$ cat src/rtl/ace_snoop_ctrl.sv
// ace_snoop_ctrl: snoop broadcast controller for the coherency unit.
// Takes one snoop job from the CCU, broadcasts it on AC to every port except
// the initiator, gathers the CR responses, then forwards the CD line from the
// lowest-index data-supplying port and drains CD from all other suppliers.
module ace_snoop_ctrl #(
  parameter int NoPorts   = 4,
  parameter int AddrWidth = 64,
  parameter int DataWidth = 64,
  parameter int CdBeats   = 4,
  localparam int IdxW     = ($clog2(NoPorts) > 1) ? $clog2(NoPorts) : 1
) (
  input  logic                         clk_i,
  input  logic                         rst_i,
  // snoop job request from the CCU FSM
  input  logic                         req_valid_i,
  output logic                         req_ready_o,
  input  logic [AddrWidth-1:0]         req_addr_i,
  input  logic [3:0]                   req_snoop_i,
  input  logic [IdxW-1:0]              req_init_i,
  input  logic                         req_need_data_i,
  // per-port AC channel
  output logic [NoPorts-1:0]           ac_valid_o,
  input  logic [NoPorts-1:0]           ac_ready_i,
  output logic [AddrWidth-1:0]         ac_addr_o,
  output logic [3:0]                   ac_snoop_o,
  // per-port CR channel
  input  logic [NoPorts-1:0]           cr_valid_i,
  output logic [NoPorts-1:0]           cr_ready_o,
  input  logic [5*NoPorts-1:0]         cr_resp_i,
  // per-port CD channel
  input  logic [NoPorts-1:0]           cd_valid_i,
  input  logic [DataWidth*NoPorts-1:0] cd_data_i,
  input  logic [NoPorts-1:0]           cd_last_i,
  output logic [NoPorts-1:0]           cd_ready_o,
  // forwarded cache line
  output logic                         data_valid_o,
  input  logic                         data_ready_i,
  output logic [DataWidth-1:0]         data_o,
  output logic                         data_last_o,
  // job completion
  output logic                         rsp_valid_o,
  input  logic                         rsp_ready_i,
  output logic [4:0]                   rsp_resp_o,
  output logic [IdxW-1:0]              rsp_src_o,
  output logic                         busy_o
);

  localparam int CntW = ($clog2(CdBeats + 1) > 1) ? $clog2(CdBeats + 1) : 1;

  typedef enum logic [1:0] {IDLE, SNOOP, DATA, RESP} state_t;

  state_t                 state;
  logic [NoPorts-1:0]     ac_pend;
  logic [NoPorts-1:0]     cr_pend;
  logic [NoPorts-1:0]     dt;
  logic [NoPorts-1:0]     done;
  logic [IdxW-1:0]        sel;
  logic                   need_q;
  logic [AddrWidth-1:0]   addr_q;
  logic [3:0]             snoop_q;
  logic                   err_q;
  logic                   shared_q;
  logic                   unique_q;
  logic                   pd_q;
  logic [CntW-1:0]        cnt [NoPorts];

  logic [DataWidth-1:0]   cd_data_arr [NoPorts];
  logic [4:0]             cr_resp_arr [NoPorts];
  logic [NoPorts-1:0]     init_mask;
  logic [NoPorts-1:0]     ac_hs;
  logic [NoPorts-1:0]     cr_hs;
  logic [NoPorts-1:0]     cd_hs;
  logic [NoPorts-1:0]     cr_pend_nxt;
  logic [NoPorts-1:0]     dt_nxt;
  logic [NoPorts-1:0]     done_nxt;
  logic [IdxW-1:0]        sel_nxt;
  logic                   err_nxt;
  logic                   shared_nxt;
  logic                   unique_nxt;
  logic                   pd_nxt;
  logic [CntW-1:0]        cnt_nxt [NoPorts];

  for (genvar g = 0; g < NoPorts; g++) begin : g_unpack
    assign cd_data_arr[g] = cd_data_i[g*DataWidth +: DataWidth];
    assign cr_resp_arr[g] = cr_resp_i[g*5 +: 5];
  end

  assign req_ready_o = (state == IDLE) && !rst_i;
  assign busy_o      = (state != IDLE);
  assign ac_addr_o   = addr_q;
  assign ac_snoop_o  = snoop_q;
  assign ac_valid_o  = (state == SNOOP) ? ac_pend : '0;
  assign cr_ready_o  = (state == SNOOP) ? (cr_pend & ~ac_pend) : '0;
  assign ac_hs       = ac_valid_o & ac_ready_i;
  assign cr_hs       = cr_valid_i & cr_ready_o;
  assign cd_hs       = cd_valid_i & cd_ready_o;

  assign data_o       = cd_data_arr[sel];
  assign data_last_o  = cd_last_i[sel];
  assign data_valid_o = (state == DATA) && need_q && !done[sel] && cd_valid_i[sel];

  assign rsp_valid_o = (state == RESP);
  assign rsp_resp_o  = (state == RESP) ? {unique_q, shared_q, pd_q, err_q, |dt} : '0;
  assign rsp_src_o   = (state == RESP) ? sel : '0;

  // One-hot of the requesting port, used to exclude it from the broadcast
  always_comb begin
    init_mask = '0;
    for (int i = 0; i < NoPorts; i++) begin
      init_mask[i] = (IdxW'(i) == req_init_i);
    end
  end

  // CD ready: the selected port follows the consumer when forwarding, every other supplier is drained
  always_comb begin
    cd_ready_o = '0;
    if (state == DATA) begin
      for (int i = 0; i < NoPorts; i++) begin
        if (dt[i] && !done[i]) begin
          if (need_q && (IdxW'(i) == sel)) begin
            cd_ready_o[i] = data_ready_i;
          end else begin
            cd_ready_o[i] = 1'b1;
          end
        end
      end
    end
  end

  // Next-state bookkeeping for CR collection, CD beat counting and supplier selection
  always_comb begin
    cr_pend_nxt = cr_pend & ~cr_hs;
    dt_nxt      = dt;
    done_nxt    = done;
    err_nxt     = err_q;
    shared_nxt  = shared_q;
    unique_nxt  = unique_q;
    pd_nxt      = pd_q;
    cnt_nxt     = cnt;
    sel_nxt     = '0;
    for (int i = 0; i < NoPorts; i++) begin
      if (cr_hs[i]) begin
        err_nxt    = err_nxt    | cr_resp_arr[i][1];
        shared_nxt = shared_nxt | cr_resp_arr[i][3];
        unique_nxt = unique_nxt | cr_resp_arr[i][4];
        pd_nxt     = pd_nxt     | (cr_resp_arr[i][0] & cr_resp_arr[i][2]);
        dt_nxt[i]  = cr_resp_arr[i][0];
      end
      if (cd_hs[i]) begin
        cnt_nxt[i] = cnt[i] + 1'b1;
        if (cd_last_i[i]) begin
          done_nxt[i] = 1'b1;
          if (cnt_nxt[i] != CntW'(CdBeats)) begin
            err_nxt = 1'b1;
          end
        end else if (cnt_nxt[i] == CntW'(CdBeats)) begin
          done_nxt[i] = 1'b1;
          err_nxt     = 1'b1;
        end
      end
    end
    for (int i = NoPorts - 1; i >= 0; i--) begin
      if (dt_nxt[i]) begin
        sel_nxt = IdxW'(i);
      end
    end
  end

  // Job FSM: accept, broadcast/collect, move data, report
  always_ff @(posedge clk_i or posedge rst_i) begin
    if (rst_i) begin
      state    <= IDLE;
      ac_pend  <= '0;
      cr_pend  <= '0;
      dt       <= '0;
      done     <= '0;
      sel      <= '0;
      need_q   <= 1'b0;
      addr_q   <= '0;
      snoop_q  <= '0;
      err_q    <= 1'b0;
      shared_q <= 1'b0;
      unique_q <= 1'b0;
      pd_q     <= 1'b0;
      for (int i = 0; i < NoPorts; i++) begin
        cnt[i] <= '0;
      end
    end else begin
      case (state)
        IDLE: begin
          if (req_valid_i) begin
            addr_q   <= req_addr_i;
            snoop_q  <= req_snoop_i;
            need_q   <= req_need_data_i;
            ac_pend  <= ~init_mask;
            cr_pend  <= ~init_mask;
            dt       <= '0;
            done     <= '0;
            sel      <= '0;
            err_q    <= 1'b0;
            shared_q <= 1'b0;
            unique_q <= 1'b0;
            pd_q     <= 1'b0;
            for (int i = 0; i < NoPorts; i++) begin
              cnt[i] <= '0;
            end
            state <= SNOOP;
          end
        end
        SNOOP: begin
          ac_pend  <= ac_pend & ~ac_hs;
          cr_pend  <= cr_pend_nxt;
          dt       <= dt_nxt;
          err_q    <= err_nxt;
          shared_q <= shared_nxt;
          unique_q <= unique_nxt;
          pd_q     <= pd_nxt;
          if (cr_pend_nxt == '0) begin
            sel   <= sel_nxt;
            state <= (dt_nxt == '0) ? RESP : DATA;
          end
        end
        DATA: begin
          done  <= done_nxt;
          cnt   <= cnt_nxt;
          err_q <= err_nxt;
          if ((done_nxt & dt) == dt) begin
            state <= RESP;
          end
        end
        RESP: begin
          if (rsp_ready_i) begin
            state <= IDLE;
          end
        end
        default: state <= IDLE;
      endcase
    end
  end

endmodule
$ cat config.mk
export PLATFORM = sky130hd
export DESIGN_NAME = ace_snoop_ctrl
export DESIGN_NICKNAME = d
export VERILOG_FILES = /design/src/rtl/ace_snoop_ctrl.sv
export SDC_FILE = /design/constraint.sdc
export NUM_CORES = 1
export LEC_CHECK = 0
export ABC_CLOCK_PERIOD_IN_PS = 5100
export CORE_AREA = 2 2 206 208
export CTS_BUF_LIST = sky130_fd_sc_hd__clkbuf_8
export CTS_CLUSTER_DIAMETER = 100
export DETAILED_ROUTE_END_ITERATION = 8
export DIE_AREA = 0 0 208 210
export SYNTH_ARGS = -nofsm -noshare
export SYNTH_HDL_FRONTEND = slang
export SYNTH_SLANG_ARGS = --single-unit
export TNS_END_PERCENT = 50
$ cat constraint.sdc
create_clock -name clk_i -period 5.1 [get_ports clk_i]
set_input_delay 1.02 -clock clk_i [delete_from_list [all_inputs] [get_ports clk_i]]
set_output_delay 1.02 -clock clk_i [all_outputs]
set_load 0.03 [all_outputs]
=== Word-level counts from Yosys, hierarchy flattened ===
Index checks and enable logic that the tools add are counted.

* Register bits after elaboration: 105
* Bits of input ports: 368
* Output and inout port bits: 156
* Logic and storage cells: 220

* $add $sub $neg: 4
* Order comparisons: 2
* Equal/unequal tests: 26
* Muxes and demuxes: 100
* Bitwise gates (word level): 32
* Reduce and logical (&&, ||, !) cells: 39

{| class="wikitable"
|+ Operators by type and width
! operator !! count
|-
| binary-select mux 64 bit (select 2 bit) || 1
|-
| two-way mux 64 bit || 2
|-
| two-way mux 1 bit || 61
|-
| case mux 4 bit (2 select lines) || 4
|-
| AND 4 bit || 7
|-
| case mux 12 bit (2 select lines) || 1
|-
| two-way mux 2 bit || 11
|-
| two-way mux 4 bit || 5
|-
| NOT 4 bit || 4
|-
| bitwise OR 1 bit || 16
|-
| AND reduction 3 bit || 5
|-
| adder 3 x 1 -> 3 bit (second input constant) || 4
|-
| == test 3 bit (second input constant) || 4
|-
| logical AND 1 bit || 12
|-
| two-way mux 12 bit || 1
|-
| two-way mux 3 bit || 4
|-
| inequality test 3 bit (second input constant) || 4
|-
| inequality test 2 bit (second input constant) || 5
|-
| == test 2 bit (first input constant) || 4
|-
| logical NOT 4 bit || 2
|-
| case mux 1 bit (2 select lines) || 4
|-
| case mux 2 bit (4 select lines) || 1
|-
| AND reduction 2 bit || 4
|-
| nonzero test 2 bit || 4
|-
| other kinds (17) || 33
|}

=== Longest topological paths before layout ===
Gate-level depths: netlist of the first run.

* Depth in word-level cells: 24
* Depth in mapped cells: 9
* Mapped depth without buffers: 8

=== Least setup slack after synthesis of the first run ===
Ideal clock, no wire load.

* Path kind: register to output
* Start: register state[0]
* End: output port data_valid_o
* Data arrival time: 2.145 ns
* Data required time: 4.080 ns
* Path slack: 1.935 ns
* Cell stages (with the launch flop): 7
* Buffers on the path: 2
* Path through: dfrtp_1 inv_1 ha_1 buf_1 clkbuf_1 nand2_1 a211oi_1

* Longest elaborated chain between the ends: 4

{| class="wikitable"
|+ RTL lines
! element !! RTL line !! source
|-
| start, declared || 52 || <nowiki>state_t state;</nowiki>
|-
| start signal, assigned || 220 || <nowiki>state <= (dt_nxt == '0) ? RESP : DATA;</nowiki>
|-
| == test 2 bit || 100 || <nowiki>assign data_valid_o = (state == DATA) && need_q && !done[sel] && cd_valid_i[sel];</nowiki>
|-
| logical AND 1 bit (3 in a row) || 100 ||
|-
| end, declared || 36 || <nowiki>output logic data_valid_o,</nowiki>
|}

No other way between the ends.

=== Worst setup path after layout of the first run ===
* Start: register sel[1]
* End: output port cd_ready_o[2]

* Longest elaborated chain between the ends: 5

{| class="wikitable"
|+ RTL lines
! element !! RTL line !! source
|-
| start, declared || 57 || <nowiki>logic [IdxW-1:0] sel;</nowiki>
|-
| start signal, assigned || 219 || <nowiki>sel <= sel_nxt;</nowiki>
|-
| == test 2 bit || 120 || <nowiki>if (need_q && (IdxW'(i) == sel)) begin</nowiki>
|-
| logical AND 1 bit || 120 ||
|-
| two-way mux 1 bit || 120 ||
|-
| two-way mux 1 bit || 119 || <nowiki>if (dt[i] && !done[i]) begin</nowiki>
|-
| two-way mux 4 bit || 117 || <nowiki>if (state == DATA) begin</nowiki>
|-
| end, declared || 34 || <nowiki>output logic [NoPorts-1:0] cd_ready_o,</nowiki>
|}

No other way between the ends.

==> flow_summary.yaml, run 1 <==
cells_and_area:
  final_layout_size_suffix_gt1_share_pct: 16.1
  fin_util_pct: 30.7
  nets: 1416
  nFillCells: 4264
  syn_to_final_growth_pct: 91.3
global_route:
  grt_pass1_vias: 7517
  grt_use_met3_pct: 6.21
  grt_pass1_wl_um: 57000
  globalRouteMet2Util_pct: 35.2
  busiest_layer: "met2"
  grt.total_usage_pct: 18.5
  antenna_found_initial: 26
  grt-ovfl-total: 0
  gr-usage-met1_pct: 17.9
  grt_max_degree: 74
logic_synthesis:
  synth.cell_area_um2: 6660
  synth-seq-cells: 105
  synth_top_cell_by_area: "dfrtp_1"
  synthFlopType: "dfrtp_1"
  yosysSeqAreaShare_pct: 39.5
  synth_warnings: 0
  synth_xor_area_share_pct: 0.921
  synth_edf_count: 0
  synth_cell_types: 54
  yosys.area_share.simple_pct: 9.15
  avgSynthCellArea_um2: 12.6
  syn_nets: 911
  synth_top_family_by_area: "multiplexers"
  synthMuxAreaShare_pct: 34.7
  synthArstFlopShare_pct: 100
  synth_compound_area_share_pct: 9.94
  syn_inst: 530
  synth-adder-area-share_pct: 2.44
  synthTopCellsByArea: "dfrtp_1 (39%), mux4_2 (22%), mux2_2 (12%)"
  netlist.area_leader.share_pct: 39.5
routing:
  drt-total-wl_um: 41600
  first_pass_iters: 5
  vias: 7098
  drtIter0Drc: 513
  via_per_inst: 4.46
  postRouteAntennaNets: 0
  drcViolationCount: 0
  wl_per_cell_um: 26.2
power_and_ir_drop:
  power.total_mw: 6.20
  p_leak_nw: 4.84
  pwr_density_cell_nw_per_um2: 487
  vdd_drop_max_uv: 342
clocking:
  htree_num_levels: 3
  clk_pin_slew_ns: 0.11
  numClockSinks: 105
  clock_path_buffers: 2
  cts_setup_buffers: 0
  post_cts_resized: 0
  root_buffer: "clkbuf_8"
  cts_tree: "yes"
  insertion_delay_ns: 0.39
  postCtsHoldBufs: 0
  numCtsBuffers: 9
timing:
  post-route-min-period_ns: 4.07
  worst_slack_ns: 1.03
  slew_headroom_pct: 26.7
  rsz0062_at_grt: "no"
  timing.final.crit_share_pct: 79.8
  setup_viol: 0
  worstMarginPinSlew_ns: 1.10
  skew_ns: 0.00928
  tns_ns: 0
  final_max_slew_viol_count: 0
  hold_violations: 0
  fmax_mhz: 246
die:
  rows: 75
  core-area_um2: 41500
  die_w_um: 208
  dieArea_um2: 43700
  start_util_pct: 16.0
  pin_count: 524
  die_h_um: 210
critical_path:
  crit_buf_inv: 1
  cp_slowest_cell: "dfrtp_4"
  critical_path_class: "flop to primary output"
  arrival_ns: 3.05
  slowest_delay_ns: 1.03
  startpoint_type: "flop"
  critical_path.cell_chain: "nor4bb_1 -> and4bb_2 -> clkdlybuf4s50_1"
  required_ns: 4.08
  worstSetupEndpointType: "primary output"
  path_max_fanout: 73
  critPathTopFamily: "flip-flops"
job:
  drv_cap: 0
hold_path:
  hold_class: "flop to flop"
placement:
  dp_slack_ns: 1.22
  gp_congestion: 0.905
  portBuffers: 523
  place_hpwl_um: 35400
run_status:
  status: "finished clean"
-- registers in the layout (all words and copies together), names as in the netlist --
signal / flops
err_q: 1
need_q: 1
dt: 4
done: 4
sel: 2
ac_addr_o: 64
state: 2
ac_snoop_o: 4
ac_pend: 4
cnt: 12
pd_q: 1
unique_q: 1
cr_pend: 4
shared_q: 1
-- layout make-up --
| cell class | instances | area [um^2] | share of cell area [%] |
|---|---|---|---|
| tap | 539 | 674 | 5.30 |
| clock inverter | 6 | 58.8 | 0.462 |
| timing repair buffer | 530 | 5310 | 41.7 |
| multi-input combinational | 370 | 3810 | 29.9 |
| sequential | 105 | 2640 | 20.7 |
| clock buffer | 10 | 138 | 1.08 |
| antenna | 11 | 27.5 | 0.216 |
| inverter | 19 | 73.8 | 0.580 |
-- layer usage --
layer  vias to the layer above  wire (um)
li1                       3050          -
met1                      3520      13700
met2                       429      22500
met3                        85       3540
met4                        14       1810
met5                         -         83
-- where the power goes --
part	switching, mW	total, mW	internal (mW)
Clock	0.310	0.549	0.239
Combinational	2.19	4.14	1.95
Sequential	0.338	1.52	1.18
Total	2.84	6.20	3.36
-- final timing paths --
kind	start	to	slack, ns	depth (start not counted)
setup / recovery	sel[1]$_DFFE_PP0P_	cd_ready_o[2]	1.03	3
max in group asynchronous	rst_i	ac_addr_o[56]$_DFFE_PP0P_	3.20	3
setup reg to reg	state[1]$_DFFE_PP0P_	err_q$_DFFE_PP0P_	1.85	9
hold reg to reg	shared_q$_DFFE_PP0P_	shared_q$_DFFE_PP0P_	0.50	2
min in group asynchronous	rst_i	done[2]$_DFFE_PP0P_	1.10	2
hold / removal	shared_q$_DFFE_PP0P_	shared_q$_DFFE_PP0P_	0.50	2
-- kinds of logic after synthesis --
group | count (synthesis)
muxes | 140
and+or+nand+nor | 113
DFF | 105
AOI/OAI and AO/OA | 97
buffers and inverters | 55
adders and majority gates | 13
xor gates and xnor gates | 7
-- cells in the final DEF (no fill, tap or decap), drive strengths merged, types with 2 or more instances in the layout --
master	n
o311a	2
nand2b	7
and4b	4
dfrtp	105
clkdlybuf4s50	523
o22ai	3
nor3	3
buf	7
o41a	2
nor2	17
mux2i	2
nand3	6
nand2	36
inv	22
o21ai	32
and3b	3
nor2b	11
mux4	65
a32oi	2
a22oi	2
ha	13
a21oi	16
and2	14
a31oi	4
mux2	73
o211ai	2
diode	11
and3	3
xor2	6
nand4	4
clkbuf	10
nor4bb	2
o31ai	4
a22o	18
-- worst register-to-register path: cells and delay by family (launching register included) --
kind	cells	cell delay, ns
flip-flops	1	0.44
buffers and inverters	2	0.39
AO/OA/AOI/OAI	3	1.32
AND/OR/NAND/NOR	3	0.60
adder cells (fa/ha/maj)	1	0.39
-- cell usage after synthesis (all sizes together), types with 6 or more instances --
library cell and instances:
clkbuf 17, mux4 65, a21oi 16, nor2 17, dfrtp 105, ha 13
mux2 73, a22o 18, nor2b 11, o21ai 32, and2 14, inv 19
nand2b 7, buf 19, nand2 36, nand3 6, xor2 6
-- stage by stage --
| stage | std cells | hold slack, ns | cell area (um^2) |
|---|---|---|---|
| final | 1590 | 0.498 | 12700 |
| after global routing | 1586 | 0.523 | 12700 |
| after CTS | 1579 | 0.505 | 12700 |
| after detailed placement | 1563 | 0.481 | 12500 |
| after global placement | 1563 | 0.463 | 12500 |
| after floorplan | 530 | 0.448 | 6660 |
Note: power is estimated with default switching activity, not from simulation.
==> inputs of run 2 (changes only) <==
--- a/config.mk
+++ b/config.mk
@@ -5,7 +5,7 @@
 export SDC_FILE = /design/constraint.sdc
 export NUM_CORES = 1
 export LEC_CHECK = 0
-export ABC_CLOCK_PERIOD_IN_PS = 5100
+export ABC_CLOCK_PERIOD_IN_PS = 3600
 export CORE_AREA = 2 2 206 208
 export CTS_BUF_LIST = sky130_fd_sc_hd__clkbuf_8
 export CTS_CLUSTER_DIAMETER = 100
==> constraint.sdc (replaced) <==
create_clock -name clk_i -period 3.6 [get_ports clk_i]
set_input_delay 0.72 -clock clk_i [delete_from_list [all_inputs] [get_ports clk_i]]
set_output_delay 0.72 -clock clk_i [all_outputs]
set_load 0.03 [all_outputs]
==> flow_summary.yaml, run 2 (synthesis results as in run 1) <==
run_status:
  status: "finished clean"
cells_and_area:
  nets: 1426
  layout.cells.most_common: "clkdlybuf4s50_1"
  syn_to_final_growth_pct: 92.9
  largest_reg_flops: 64
  final_layout_size_suffix_gt1_share_pct: 17.0
  nFillCells: 4296
  layout_common_cells: "clkdlybuf4s50_1 (523), dfrtp_1 (103), mux2_2 (72), mux4_2 (65), nand2_1 (34)"
clocking:
  clock_path_buffers: 2
  numCtsBuffers: 9
  root_buffer: "clkbuf_8"
  insertion_delay_ns: 0.39
  htree_num_levels: 3
  numClockSinks: 105
  post_cts_resized: 0
  cts_tree: "yes"
  clk_pin_slew_ns: 0.11
routing:
  via_per_inst: 4.44
  drtIter0Drc: 513
  dr_wl_met3_um: 3700
  routed-wl-met2_um: 23400
  drcViolationCount: 0
  postRouteAntennaNets: 0
  drt-total-wl_um: 42400
  first_pass_iters: 5
  vias: 7102
  met1Wirelength_um: 13900
  wl_per_cell_um: 26.5
  top_layer: "met5"
timing:
  fin_hold_ws_ns: 0.499
  timing.final.crit_share_pct: 94.8
  rsz0062_at_grt: "no"
  post-route-min-period_ns: 3.41
  slew_headroom_pct: 46.7
  tns_ns: 0
  hold_violations: 0
  final_max_slew_viol_count: 0
  worstMarginPinSlew_ns: 0.800
  skew_ns: 0.0104
  fmax_mhz: 293
  setup_viol: 0
placement:
  gp_congestion: 0.929
  place_hpwl_um: 35700
  portBuffers: 523
critical_path:
  arrival_ns: 2.69
  slowest_delay_ns: 0.88
  startpoint_type: "flop"
  reg2reg_slack_ns: 0.58
  r2r_cells: 10
  required_ns: 2.88
  critical_path_class: "flop to primary output"
  crit_buf_inv: 1
  critical_path.cell_chain: "nor4bb_1 -> and4bb_2 -> clkdlybuf4s50_1"
  worstSetupEndpointType: "primary output"
  cp_num_cells: 3
  critPathTopFamily: "flip-flops"
  cp_slowest_cell: "dfrtp_4"
  path_max_fanout: 43
die:
  dieArea_um2: 43700
  die_w_um: 208
  die_h_um: 210
  rows: 75
  pin_count: 524
  core-area_um2: 41500
  start_util_pct: 16.0
global_route:
  grt_max_degree: 56
  grt_pass1_vias: 7646
  grt_pass1_wl_um: 58000
  grt.total_usage_pct: 18.8
  grt-ovfl-total: 0
  antenna_found_initial: 32
power_and_ir_drop:
  vdd_drop_max_uv: 481
  p_leak_nw: 4.89
  pwr_density_cell_nw_per_um2: 691
hold_path:
  holdPathStages: 2
  hold_class: "flop to flop"
job:
  drv_cap: 0
## run 2: repair_timing
| action | 4_1_cts | 5_1_grt |
|---|---|---|
| endpoints found under the setup margin | 0 | 3 |
| hold buffers | 0 | 0 |
| hold endpoints to repair | 0 | 0 |
| buffers inserted | 0 | 1 |
## run 2: worst paths after layout
check                                           from                        end
worst max-delay path              sel[1]$_DFFE_PP0P_              cd_ready_o[2]
worst min-delay path            shared_q$_DFFE_PP0P_       shared_q$_DFFE_PP0P_
worst max register to register  state[1]$_DFFE_PP0P_          err_q$_DFFE_PP0P_
worst min register to register  shared_q$_DFFE_PP0P_       shared_q$_DFFE_PP0P_
max in group asynchronous                      rst_i  ac_addr_o[56]$_DFFE_PP0P_
min in group asynchronous                      rst_i  ac_addr_o[11]$_DFFE_PP0P_
## run 2: area by class of cell
type	count	area, um^2	share of cell area [%]
timing repair buffer	540	5430	42.3
sequential	105	2640	20.5
antenna	10	25.0	0.195
tap	539	674	5.25
clock buffer	9	124	0.965
clock inverter	7	68.8	0.536
inverter	19	73.8	0.575
multi-input combinational	370	3810	29.7
## run 2: worst reg2reg max path: cells and delay by family (launching register included)
family | cells | cell delay (ns)
AOI/OAI and AO/OA | 3 | 0.97
adders and majority gates | 1 | 0.44
buffers and inverters | 3 | 0.50
DFF | 1 | 0.44
and+or+nand+nor | 3 | 0.56
## run 2: stage by stage
stage	instance area [um^2]	setup slack (ns)	utilization (%)	std cells	power, mW
2_1_floorplan	6660	0.119	-	530	5.43
3_3_place_gp	12600	0.321	30.4	1572	8.09
3_5_place_dp	12600	0.321	30.4	1572	8.10
4_1_cts	12800	0.00962	30.8	1588	8.95
5_1_grt	12800	0.0200	30.9	1595	9.32
6_report	12800	0.186	31.0	1599	8.87
## run 2: per-layer routing
layer	GRT usage, %	vias up
met5	0	-
met4	6.31	20
met3	6.94	86
met2	36.4	424
met1	18.1	3498
li1	-	3074
## run 2: power breakdown
part           leakage [nW]  total, mW  switching [mW]  internal (mW)
clock                0.0955      0.762           0.442          0.321
combinational          3.49       6.02            3.20           2.81
sequential             1.30       2.09           0.423           1.67
total                  4.89       8.87            4.07           4.81
